[config.mk]
export PLATFORM = sky130hd
export DESIGN_NAME = start_pic_disp
export DESIGN_NICKNAME = d
export VERILOG_FILES = /design/src/rtl/start_pic_disp.sv
export SDC_FILE = /design/constraint.sdc
export NUM_CORES = 1
export LEC_CHECK = 0
export CAP_MARGIN = 20
export CORE_MARGIN = 5
export CORE_UTILIZATION = 50
export CTS_CLUSTER_DIAMETER = 60
export CTS_CLUSTER_SIZE = 10
export DETAILED_ROUTE_END_ITERATION = 12
export PLACE_DENSITY = 0.82
export SKIP_CTS_REPAIR_TIMING = 1
export SLEW_MARGIN = 0
export SYNTH_ARGS = -nofsm -noshare
export SYNTH_HDL_FRONTEND = slang
export SYNTH_SLANG_ARGS = --single-unit
[constraint.sdc]
create_clock -name clk -period 4.5 [get_ports clk]
set_input_delay 0.675 -clock clk [delete_from_list [all_inputs] [get_ports clk]]
set_output_delay 0.675 -clock clk [all_outputs]
set_load 0.005 [all_outputs]
[src/rtl/start_pic_disp.sv]
// Start-screen image requester: issues one ROM read per pixel inside a centred window,
// realigns ROM data with delayed syncs/DE, and flags frames whose read count is wrong.
// Optional START_DISP_BORDER_EN adds a BORDER_COLOR ring directly around the window.

// frame_st | meaning
// ---------+-----------------------------------------------------------
// ST_FIRST | first frame after reset, count is not checked at its end
// ST_CHECK | every later frame, count compared at the next vsync edge
module start_pic_disp #(
  parameter int         IMG_W    = 200,
  parameter int         IMG_H    = 200,
  parameter int         IMG_X0   = 220,
  parameter int         IMG_Y0   = 140,
  parameter int         RD_LAT   = 2,
  parameter logic [7:0] BG_COLOR = 8'h00,
  parameter logic       VS_ACT   = 1'b0
`ifdef START_DISP_BORDER_EN
  ,
  parameter logic [7:0] BORDER_COLOR = 8'hFF
`endif
) (
  input  logic       clk,
  input  logic       rst_n,
  input  logic [9:0] pix_x,
  input  logic [9:0] pix_y,
  input  logic       pix_de,
  input  logic       pix_hs,
  input  logic       pix_vs,
  output logic       start_rd_en,
  input  logic [7:0] start_data,
  output logic [7:0] vga_rgb,
  output logic       vga_hs,
  output logic       vga_vs,
  output logic       vga_de,
  output logic       frame_err
);

  localparam logic [10:0] X_LO     = 11'(IMG_X0);
  localparam logic [10:0] X_HI     = 11'(IMG_X0 + IMG_W);
  localparam logic [10:0] Y_LO     = 11'(IMG_Y0);
  localparam logic [10:0] Y_HI     = 11'(IMG_Y0 + IMG_H);
  localparam logic [15:0] FRAME_RD = 16'(IMG_W * IMG_H);
  localparam logic        IDLE     = ~VS_ACT;

  typedef enum logic {ST_FIRST, ST_CHECK} frame_st_t;

  logic [10:0] x_ext, y_ext;
  logic        in_win;
  logic        ring;

  assign x_ext  = {1'b0, pix_x};
  assign y_ext  = {1'b0, pix_y};
  assign in_win = pix_de && (x_ext >= X_LO) && (x_ext < X_HI) &&
                  (y_ext >= Y_LO) && (y_ext < Y_HI);
  assign start_rd_en = in_win;

`ifdef START_DISP_BORDER_EN
  // +1 on the pixel side keeps the lower ring edge free of underflow when X0/Y0 = 0
  assign ring = pix_de && !in_win &&
                (11'(x_ext + 11'd1) >= X_LO) && (x_ext <= X_HI) &&
                (11'(y_ext + 11'd1) >= Y_LO) && (y_ext <= Y_HI);
`else
  assign ring = 1'b0;
`endif

  logic win_d [RD_LAT];
  logic brd_d [RD_LAT];
  logic de_d  [RD_LAT];
  logic hs_d  [RD_LAT];
  logic vs_d  [RD_LAT];

  always_ff @(posedge clk or negedge rst_n) begin
    if (!rst_n) begin
      for (int i = 0; i < RD_LAT; i++) begin
        win_d[i] <= 1'b0;
        brd_d[i] <= 1'b0;
        de_d[i]  <= 1'b0;
        hs_d[i]  <= IDLE;
        vs_d[i]  <= IDLE;
      end
    end else begin
      win_d[0] <= in_win;
      brd_d[0] <= ring;
      de_d[0]  <= pix_de;
      hs_d[0]  <= pix_hs;
      vs_d[0]  <= pix_vs;
      for (int i = 1; i < RD_LAT; i++) begin
        win_d[i] <= win_d[i-1];
        brd_d[i] <= brd_d[i-1];
        de_d[i]  <= de_d[i-1];
        hs_d[i]  <= hs_d[i-1];
        vs_d[i]  <= vs_d[i-1];
      end
    end
  end

  logic [7:0] rgb_nxt;

  always_comb begin
    rgb_nxt = BG_COLOR;
    if (!de_d[RD_LAT-1])
      rgb_nxt = 8'h00;
    else if (win_d[RD_LAT-1])
      rgb_nxt = start_data;
    else if (brd_d[RD_LAT-1])
`ifdef START_DISP_BORDER_EN
      rgb_nxt = BORDER_COLOR;
`else
      rgb_nxt = BG_COLOR;
`endif
  end

  // Output stage samples on the cycle start_data for the oldest stage is valid
  always_ff @(posedge clk or negedge rst_n) begin
    if (!rst_n) begin
      vga_rgb <= 8'h00;
      vga_de  <= 1'b0;
      vga_hs  <= IDLE;
      vga_vs  <= IDLE;
    end else begin
      vga_rgb <= rgb_nxt;
      vga_de  <= de_d[RD_LAT-1];
      vga_hs  <= hs_d[RD_LAT-1];
      vga_vs  <= vs_d[RD_LAT-1];
    end
  end

  logic        vs_q;
  logic        vs_edge;
  logic [15:0] rd_cnt;
  frame_st_t   frame_st, frame_st_nxt;
  logic        err_set;

  assign vs_edge = (pix_vs == VS_ACT) && (vs_q != VS_ACT);

  always_comb begin
    frame_st_nxt = frame_st;
    err_set      = 1'b0;
    case (frame_st)
      ST_FIRST: if (vs_edge) frame_st_nxt = ST_CHECK;
      ST_CHECK: err_set = vs_edge && (rd_cnt != FRAME_RD);
      default:  frame_st_nxt = ST_FIRST;
    endcase
  end

  always_ff @(posedge clk or negedge rst_n) begin
    if (!rst_n) begin
      frame_st  <= ST_FIRST;
      vs_q      <= IDLE;
      rd_cnt    <= 16'd0;
      frame_err <= 1'b0;
    end else begin
      frame_st <= frame_st_nxt;
      vs_q     <= pix_vs;
      if (err_set)
        frame_err <= 1'b1;
      // a read on the boundary cycle belongs to the new frame
      if (vs_edge)
        rd_cnt <= {15'd0, in_win};
      else if (in_win && (rd_cnt != 16'hFFFF))
        rd_cnt <= rd_cnt + 16'd1;
    end
  end

endmodule

==> results of run 1 <==
## per-layer routing
layer / vias up / wire (um) / GRT usage
li1: 693 / - / -
met1: 698 / 1564 / 0.2220
met2: 43 / 1958 / 0.3153
met3: 6 / 238 / 0.06240
met4: 0 / 46 / 0.06203
met5: - / 0 / 0
## power groups by stage
stage	clock [W]	sequential, W	combinational, W
after floorplan	0	0.000348	0.0000113
after global placement	0	0.000348	0.0000486
after detailed placement	0	0.000349	0.0000505
after CTS	0.000187	0.000343	0.0000507
after global routing	0.000207	0.000343	0.0000552
final	0.000183	0.000343	0.0000497
## flip-flops by register name (all words and copies together) (netlist names)
| register | flops |
|---|---|
| vs_d | 1 |
| hs_d | 2 |
| de_d | 2 |
| vga_hs | 1 |
| vga_de | 1 |
| vga_rgb | 8 |
| frame_st | 1 |
| rd_cnt | 16 |
| vga_vs | 1 |
| win_d | 2 |
| vs_q | 1 |
| frame_err | 1 |
## layout by cell type (no fill, tap or decap), types with 2 or more instances in the layout
cell,n
nor2_1,2
nand2b_1,5
a41o_1,2
o311ai_1,4
dfstp_2,6
a21oi_1,9
or3b_1,2
clkdlybuf4s50_1,41
o21ai_0,2
o21ai_1,2
o31ai_1,6
dfrtp_1,31
a31oi_1,2
nand4_1,4
ha_1,2
clkbuf_4,5
nor4_1,2
nand2_1,10
nor2b_1,2
buf_4,3
nand3_1,6
and3_1,10
and2_1,3
and4_1,3
or4_1,8
o41ai_1,6
nor3_1,4
inv_1,2
## logic make-up after synthesis
kind of cell / synth area share
and+or+nand+nor: 0.2318
AOI/OAI and AO/OA: 0.1642
DFF: 0.5542
buffers and inverters: 0.02971
adders and majority gates: 0.01486
xor gates and xnor gates: 0.005202
## final cells by class
| type | count | area, um^2 |
|---|---|---|
| Timing Repair Buffer | 44 | 432.9 |
| Clock inverter | 1 | 7.507 |
| Fill cell | 286 | 1112 |
| Multi-Input combinational cell | 106 | 700.7 |
| Inverter | 3 | 11.26 |
| Clock buffer | 7 | 55.05 |
| Sequential cell | 37 | 933.4 |
| Tap cell | 46 | 57.56 |
## per-stage QoR
stage	power [W]	hold slack [ps]	setup WS [ps]	instances	cell area, um^2
2_1_floorplan	0.0003597	331.2	1976	155	1684
3_3_place_gp	0.0003970	334.4	989.9	236	2136
3_5_place_dp	0.0003994	338.7	920.2	236	2136
4_1_cts	0.0005800	359.0	903.3	244	2198
5_1_grt	0.0006054	367.6	785.0	244	2198
6_report	0.0005749	357.5	910.2	244	2198
## path summary, 6_finish.rpt
| check | from | to | slack, ps |
|---|---|---|---|
| min in group asynchronous | rst_n | vga_rgb[4] | 730 |
| setup / recovery | pix_y[3] | start_rd_en | 910 |
| hold reg to reg | vs_d[0] | vga_vs | 360 |
| max in group asynchronous | rst_n | vs_d[0] | 3430 |
| hold / removal | vs_d[0] | vga_vs | 360 |
| setup reg to reg | rd_cnt[8] | rd_cnt[0] | 2100 |
==> metrics.md, run 1 <==
| Metric | Value |
|---|---|
| Maximum vdd drop | 0.1680 mV |
| Worst Reg-to-Reg Cells | 6 |
| Combinational share of power | 0.086 |
| CTS H-tree depth | 2 |
| Hold depth | 0 |
| Critical path depth | 7 |
| Initial core utilization | 0.5087 |
| Total core area | 3311 um^2 |
| Die height | 68.04 um |
| P_sw | 0.0001294 W |
| Crit path largest cell delay | 530 ps |
| Actual slew at the worst max-slew pin | 1095 ps |
| Tot GR Track Use | 0.1866 |
| Port bufs | 41 |
| Flop and latch count out of synthesis | 37 |
| Die X-Extent | 68.04 um |
| Final min period | 3590 ps |
| Syn_nets | 190 |
| Routability congestion estimate | 0.8968 |
| Latest clock arrival within the worst-skew pair | 350 ps |
| CTS sink count | 37 |
| Via count | 1440 |
| Synth top area share | 0.4606 |
| Switching part of the total | 0.2250 |
| CP Buf/Inv Count | 4 |
| Synth Warn # | 0 |
| Critical path's top delay family | buffers and inverters |
| Max Cap Viol | 0 |
| Antenna Nets Post-Route | 0 |
| Clk network pwr share | 0.318 |
| CTS max path bufs | 2 |
| Final setup viols | 0 |
| Clock Tree Root | clkbuf_4 |
| Status | finished clean |
| Number of global-route vias before repair | 1394 |
| Util after Layout | 0.6640 |
| Arrival time worst endpoint | 2910 ps |
| Top post-synthesis cells by count | 31 x dfrtp_1, 10 x and3_1, 10 x nand2_1 |
| Via density | 5.902 |
| Ports | 46 |
| Die area | 4629 um^2 |
| Post-route clock period utilization | 0.7977 |
| Fin Setup TNS | 0 ps |
| Drt first pass iters | 4 |
| Setup crit end kind | output port |
| Reg power frac | 0.596 |
| Area Growth Syn to Fin | 30.54% |
| Unique masters post-synth | 39 |
| Share of cells above drive strength 1 | 0.09091 |
| Power Dens Cells | 261.5 nW/um^2 |
| Max-slew violations | 0 |
| DRC Markers | 0 |
| Largest net degree at the start of global routing | 38 |
| Most used cell, CP | clkdlybuf4s50_1 |
| Fmax achieved | 278.6 MHz |
| Max_slew headroom | 0.2683 |
| DRT iter0 DRCs | 63 |
| P_int | 0.0004456 W |
| Leak Pwr | 0.9069 nW |
| Nets@finish | 232 |
| Post-Syn Area | 1684 um^2 |
| Critical Path Fanout Max | 28 |
| RSZ-0062 raised after global routing | no |
| Final Hold Fails | 0 |
| Dominant cell type by area after synthesis | dfrtp_1 |
| First-pass GRT wire length | 6.368 mm |
| Clock-pin transition on the worst setup and hold timing paths | 110 ps |
| Req. time, crit path | 3830 ps |
| Mean routed wirelength per cell | 15.61 um |
| Num CTS Buffers | 5 |
| Gate Count Post-Synth | 155 |
| Setup Skew | 8.619 ps |
| Setup CP Type | in2out |
| Global route total overflow | 0 |
| CTS tree | yes |
| Synth area leaders | dfrtp_1 46%, dfstp_2 9.4%, and3_1 3.7% |
| Worst hold path type | reg2reg |
| Post-synth EDFFs | 0 |
| Sequential-to-total area share from yosys stat | 0.5542 |
| Total wire length | 3.808 mm |
| Initial antenna violation count | 0 |
| Post-synth top flop | dfrtp_1 |
| CP max stage cell | clkdlybuf4s50_1 |
| Placed wire-length estimate | 2.847 mm |
| Setup crit start kind | primary input |
| Syn Area/Cell | 10.87 um^2 |
| Most common cell in the netlist | dfrtp_1 |
| FFs w/ async S/R, synth | 1.000 |
| # diodes | 0 |
| Crit path cell chain | clkdlybuf4s50_1 > a2111oi_0 > or3b_1 > a2111o_1 > buf_4 > inv_2 > clkdlybuf4s50_1 |
| Num rows | 21 |
(Power assumes the default switching activity.)
==> inputs of run 2 (changes only) <==
--- a/config.mk
+++ b/config.mk
@@ -7,11 +7,11 @@
 export LEC_CHECK = 0
 export CAP_MARGIN = 20
 export CORE_MARGIN = 5
-export CORE_UTILIZATION = 50
+export CORE_UTILIZATION = 47
 export CTS_CLUSTER_DIAMETER = 60
 export CTS_CLUSTER_SIZE = 10
 export DETAILED_ROUTE_END_ITERATION = 12
-export PLACE_DENSITY = 0.82
+export PLACE_DENSITY = 0.77
 export SKIP_CTS_REPAIR_TIMING = 1
 export SLEW_MARGIN = 0
 export SYNTH_ARGS = -nofsm -noshare
==> constraint.sdc (replaced) <==
create_clock -name clk -period 3.5 [get_ports clk]
set_input_delay 0.525 -clock clk [delete_from_list [all_inputs] [get_ports clk]]
set_output_delay 0.525 -clock clk [all_outputs]
set_load 0.005 [all_outputs]
==> run 2 against run 1 <==
Flip-flop and latch count unchanged. Worst hold slack got worse by 3.9 ps. Combinational power increased by 34%. Cell area increased by 2.2%. Via count increased by 3.9%. Global-route usage decreased by 0.64 points. Clock power increased by 98%. Critical endpoint unchanged.
==> metrics.md, run 2 (synthesis results as in run 1) <==
| Metric | Value |
|---|---|
| Initial core utilization | 0.4930 |
| Setup CP Type | in2out |
| Ports | 46 |
| Mean routed wirelength per cell | 16.93 um |
| Number of global-route vias before repair | 1476 |
| Final Hold Fails | 0 |
| Leak Pwr | 0.9357 nW |
| CTS tree | yes |
| Global route total overflow | 0 |
| Clock-pin transition on the worst setup and hold timing paths | 110 ps |
| Multi-input logic area | 700.7 um^2 |
| Combinational share of power | 0.077 |
| Setup crit end kind | output port |
| Commonest non-fill, non-tap cell in the layout | clkdlybuf4s50_1 |
| Worst Reg-to-Reg Cells | 6 |
| Die area | 4880 um^2 |
| Arrival time worst endpoint | 2550 ps |
| Max_slew headroom | 0.6952 |
| Final setup viols | 0 |
| FILL cells | 266 |
| Req. time, crit path | 2970 ps |
| Met2 wire length | 2.113 mm |
| Highest metal used | met4 |
| Die height | 69.86 um |
| Biggest regs | rd_cnt: 16 flops, vga_rgb: 8 flops |
| Hold endpoint | vga_vs |
| Post-route clock period utilization | 0.8800 |
| Area Growth Syn to Fin | 33.36% |
| Via density | 6.106 |
| Routability congestion estimate | 0.8315 |
| WHS | 353.6 ps |
| Reg power frac | 0.506 |
| Hold wc startpoint | vs_d[0] |
| Drt first pass iters | 4 |
| Fmax achieved | 324.7 MHz |
| First-pass GRT wire length | 7.017 mm |
| CTS H-tree depth | 2 |
| Seq. cell area | 933.4 um^2 |
| Status | finished clean |
| Power Dens Cells | 387.6 nW/um^2 |
| Fin Setup TNS | 0 ps |
| Setup crit start kind | primary input |
| Clock Tree Root | clkbuf_4 |
| Largest net degree at the start of global routing | 38 |
| Routed wl met3 | 332 um |
| Placed wire-length estimate | 2.958 mm |
| Tot GR Track Use | 0.1801 |
| # diodes | 0 |
| Initial antenna violation count | 0 |
| Clk network pwr share | 0.418 |
| Latest clock arrival within the worst-skew pair | 350 ps |
| Max Cap Viol | 0 |
| Actual slew at the worst max-slew pin | 445.7 ps |
| R2r startpoint | rd_cnt[2] |
| CTS max path bufs | 2 |
| Hold depth | 0 |
| Setup Skew | 9.938 ps |
| Max FFs per register | 16 |
| P_int | 0.0006966 W |
| CTS sink count | 37 |
| Switching part of the total | 0.1997 |
| Worst hold path type | reg2reg |
| Share of cells above drive strength 1 | 0.1005 |
| Critical Path Fanout Max | 8 |
| Total wire length | 4.148 mm |
| Num rows | 21 |
| Reg-to-Reg End | rd_cnt[3] |
| Die X-Extent | 69.86 um |
| Maximum vdd drop | 0.2276 mV |
| Most frequent cells in the layout | 41 x clkdlybuf4s50_1, 31 x dfrtp_1, 10 x nand2_1, 10 x and3_1, 9 x a21oi_1 |
| Via count | 1496 |
| RSZ-0062 raised after global routing | no |
| Max-slew violations | 0 |
| M1 WL | 1.615 mm |
| P_sw | 0.0001738 W |
| Total core area | 3416 um^2 |
| Antenna Nets Post-Route | 0 |
| DRC Markers | 0 |
| Num CTS Buffers | 5 |
| DRT iter0 DRCs | 110 |
| Reg-to-reg slack, setup | 1610 ps |
| Nets@finish | 233 |
| Most flops, register | rd_cnt |
| Final min period | 3080 ps |
| Port bufs | 41 |
## run 2: cell count changes in the layout (fill, tap and decap cells not counted)
cell / change
clkbuf_1: -1
clkbuf_8: -1
bufinv_16: +2
clkinvlp_4: -1
buf_4: +1
clkinv_2: +1
## run 2: worst max-delay path, stage by stage
cell and delay (ps):
clkdlybuf4s50_1 490, a2111oi_0 120, or3b_1 360, a2111o_1 400, inv_2 140, clkdlybuf4s50_1 520
## run 2: power by group through the flow
stage          combinational, W  clock [W]  sequential, W
2_1_floorplan         0.0000146          0       0.000448
3_3_place_gp          0.0000638          0       0.000448
3_5_place_dp          0.0000667          0       0.000449
4_1_cts               0.0000676   0.000375       0.000441
5_1_grt               0.0000725   0.000398       0.000442
6_report              0.0000666   0.000363       0.000440
## run 2: per-layer routing
layer,vias up,track usage
met5,-,0
met4,0,0.07872
met3,11,0.06887
met2,71,0.3085
met1,722,0.1976
li1,692,-
## run 2: through the flow
step            power, W  setup WS (ps)  utilization  cell area [um^2]  instances
3_5_place_dp   0.0005152          439.3       0.6275              2143        237
6_report       0.0008705          420.1       0.6575              2246        245
3_3_place_gp   0.0005119          493.8       0.6275              2143        237
2_1_floorplan  0.0004625           1276            -              1684        155
4_1_cts        0.0008832          431.6       0.6575              2246        245
5_1_grt        0.0009123          351.4       0.6575              2246        245
## run 2: worst max-delay path by stage
stage / cells after the start / startpoint / endpoint / slack [ps]
after floorplan: 6 / pix_y[3] / start_rd_en / 1280
after global placement: 6 / pix_y[3] / start_rd_en / 490
after detailed placement: 6 / pix_y[3] / start_rd_en / 440
after CTS: 6 / pix_y[3] / start_rd_en / 430
after global routing: 6 / pix_y[2] / start_rd_en / 350
final: 6 / pix_y[3] / start_rd_en / 420
## run 2: cell type report
| type | count | share of cell area |
|---|---|---|
| timing repair buffer | 45 | 0.1961 |
| tap | 46 | 0.02563 |
| sequential | 37 | 0.4156 |
| clock buffer | 5 | 0.01671 |
| clock inverter | 3 | 0.02897 |
| inverter | 3 | 0.005014 |
| multi-input combinational | 106 | 0.3120 |
==> inputs of run 3 (changes only) <==
--- a/config.mk
+++ b/config.mk
@@ -8,10 +8,12 @@
 export CAP_MARGIN = 20
 export CORE_MARGIN = 5
 export CORE_UTILIZATION = 47
+export CTS_BUF_LIST = sky130_fd_sc_hd__clkbuf_16
 export CTS_CLUSTER_DIAMETER = 60
 export CTS_CLUSTER_SIZE = 10
 export DETAILED_ROUTE_END_ITERATION = 12
 export PLACE_DENSITY = 0.77
+export RECOVER_POWER = 50
 export SKIP_CTS_REPAIR_TIMING = 1
 export SLEW_MARGIN = 0
 export SYNTH_ARGS = -nofsm -noshare
==> run 3 against run 2 <==
The run now ends with max-capacitance violations, max-slew violations left. Cell area increased by 3.7%. Critical path depth unchanged. Core utilization grew 2.5 points. Combinational power fell by 3.8%. Wire length rose by 6.4%. Die area unchanged. Flip-flop and latch count unchanged. Sequential share of layout area decreased by 1.5 points. Power grew 23%. Critical endpoint unchanged. Largest cell class unchanged.
==> metrics.md, run 3 (synthesis results as in run 1) <==
| Metric | Value |
|---|---|
| CTS tree | yes |
| Final setup viols | 0 |
| Nets@finish | 233 |
| Req. time, crit path | 2970 ps |
| Arrival time worst endpoint | 2540 ps |
| Max Cap Viol | 1 |
| Total wire length | 4.415 mm |
| Most used cell, CP | clkdlybuf4s50_1 |
| Initial antenna violation count | 0 |
| Die height | 69.86 um |
| Failing checks | max-capacitance violations, max-slew violations |
| Commonest non-fill, non-tap cell in the layout | dfrtp_1 |
| CTS H-tree depth | 2 |
| Critical Path Fanout Max | 8 |
| Hold wc startpoint | de_d[1] |
| Via density | 6.212 |
| Drt first pass iters | 4 |
| Initial core utilization | 0.4930 |
| Crit path largest cell delay | 520 ps |
| Area Growth Syn to Fin | 38.34% |
| Clock Tree Root | clkbuf_16 |
| Most frequent cells in the layout | 31 x dfrtp_1, 29 x clkdlybuf4s50_1, 12 x dlygate4sd3_1, 10 x nand2_1, 10 x and3_1 |
| Die area | 4880 um^2 |
| Crit path cell chain | clkdlybuf4s50_1 > a2111oi_0 > or3b_1 > a2111o_1 > inv_2 > clkdlybuf4s50_1 |
| Num rows | 21 |
| Hold endpoint | de_d[0] |
| Total core area | 3416 um^2 |
| Util after Layout | 0.6821 |
| Routability congestion estimate | 0.8315 |
| Tot GR Track Use | 0.1926 |
| Final instance area | 2330 um^2 |
| CTS sink count | 37 |
| Biggest regs | rd_cnt: 16 flops, vga_rgb: 8 flops |
| Hold depth | 0 |
| Most flops, register | rd_cnt |
| DRC Markers | 0 |
| Antenna Nets Post-Route | 0 |
| Placed Instance Area | 2143 um^2 |
| Clock-pin transition on the worst setup and hold timing paths | 60 ps |
| Setup CP Type | in2out |
| Power Dens Cells | 460.6 nW/um^2 |
| CP max stage cell | clkdlybuf4s50_1 |
| Final min period | 3068 ps |
| Actual slew at the worst max-slew pin | 1893 ps |
| Latest clock arrival within the worst-skew pair | 280 ps |
| Maximum vdd drop | 0.2650 mV |
| Port bufs | 41 |
| Worst hold path type | reg2reg |
| Setup crit end kind | output port |
| Post-route clock period utilization | 0.8765 |
| Critical path's top delay family | buffers and inverters |
| Via count | 1522 |
| Placed cells | 237 |
| RSZ-0062 raised after global routing | no |
| WHS | 343.8 ps |
| Final Hold Fails | 0 |
| Placed wire-length estimate | 2.958 mm |
| Reg-to-reg slack, setup | 1600 ps |
| Max_slew headroom | -0.2620 |
| Largest net degree at the start of global routing | 38 |
| Mean routed wirelength per cell | 18.02 um |
| Max-slew violations | 38 |
| Global route total overflow | 0 |
| Share of cells above drive strength 1 | 0.09045 |
| R2r startpoint | rd_cnt[2] |
| Layout Cells excl Fill | 245 |
| First-pass GRT wire length | 7.500 mm |
| Worst Reg-to-Reg Cells | 6 |
| DRT iter0 DRCs | 108 |
| # diodes | 0 |
| Number of global-route vias before repair | 1539 |
| Max FFs per register | 16 |
| Setup crit start kind | primary input |
| Die X-Extent | 69.86 um |
| Reg-to-Reg End | rd_cnt[3] |
| CP Buf/Inv Count | 3 |
| Ports | 46 |
| CTS max path bufs | 2 |
| Num CTS Buffers | 5 |
| Setup Skew | 5.178 ps |
| Leak Pwr | 0.9733 nW |
| Fmax achieved | 326.0 MHz |
| Fin Setup TNS | 0 ps |
| Status | complete, but fails checks |
-- run 3: per-layer routing --
metal  share of wire  GRT usage  wire, um  vias to the layer above
met5               0          0         0                        -
met4           0.018    0.07447        80                        0
met3           0.078    0.06313       345                       11
met2            0.52     0.3253      2288                       79
met1            0.39     0.2260      1701                      743
li1                -          -         -                      689
-- run 3: worst max-delay path by stage --
stage / from / to / slack, ps / cells past startpoint
2_1_floorplan: pix_y[3] / start_rd_en / 1280 / 6
3_3_place_gp: pix_y[3] / start_rd_en / 490 / 6
3_5_place_dp: pix_y[3] / start_rd_en / 440 / 6
4_1_cts: pix_y[2] / start_rd_en / 430 / 6
5_1_grt: pix_y[2] / start_rd_en / 340 / 6
6_report: pix_y[2] / start_rd_en / 430 / 6
-- run 3: through the flow --
| step | setup slack, ps | total power (W) |
|---|---|---|
| 2_1_floorplan | 1276 | 0.0004625 |
| 3_3_place_gp | 493.8 | 0.0005119 |
| 3_5_place_dp | 439.3 | 0.0005152 |
| 4_1_cts | 431.9 | 0.001091 |
| 5_1_grt | 335.7 | 0.001120 |
| 6_report | 432.3 | 0.001073 |
-- run 3: cell type report --
type	count	area, um^2
clock inverter	3	65.06
fill	257	1086
inverter	3	11.26
tap	46	57.56
clock buffer	5	125.1
multi-input combinational	106	700.7
timing repair buffer	45	436.7
sequential	37	933.4
-- run 3: power breakdown --
group / switching (W) / leakage (nW) / internal (W)
clock: 0.000161 / 0.0938 / 0.000406
sequential: 0.00000395 / 0.478 / 0.000437
combinational: 0.0000285 / 0.402 / 0.0000356
total: 0.000194 / 0.973 / 0.000879
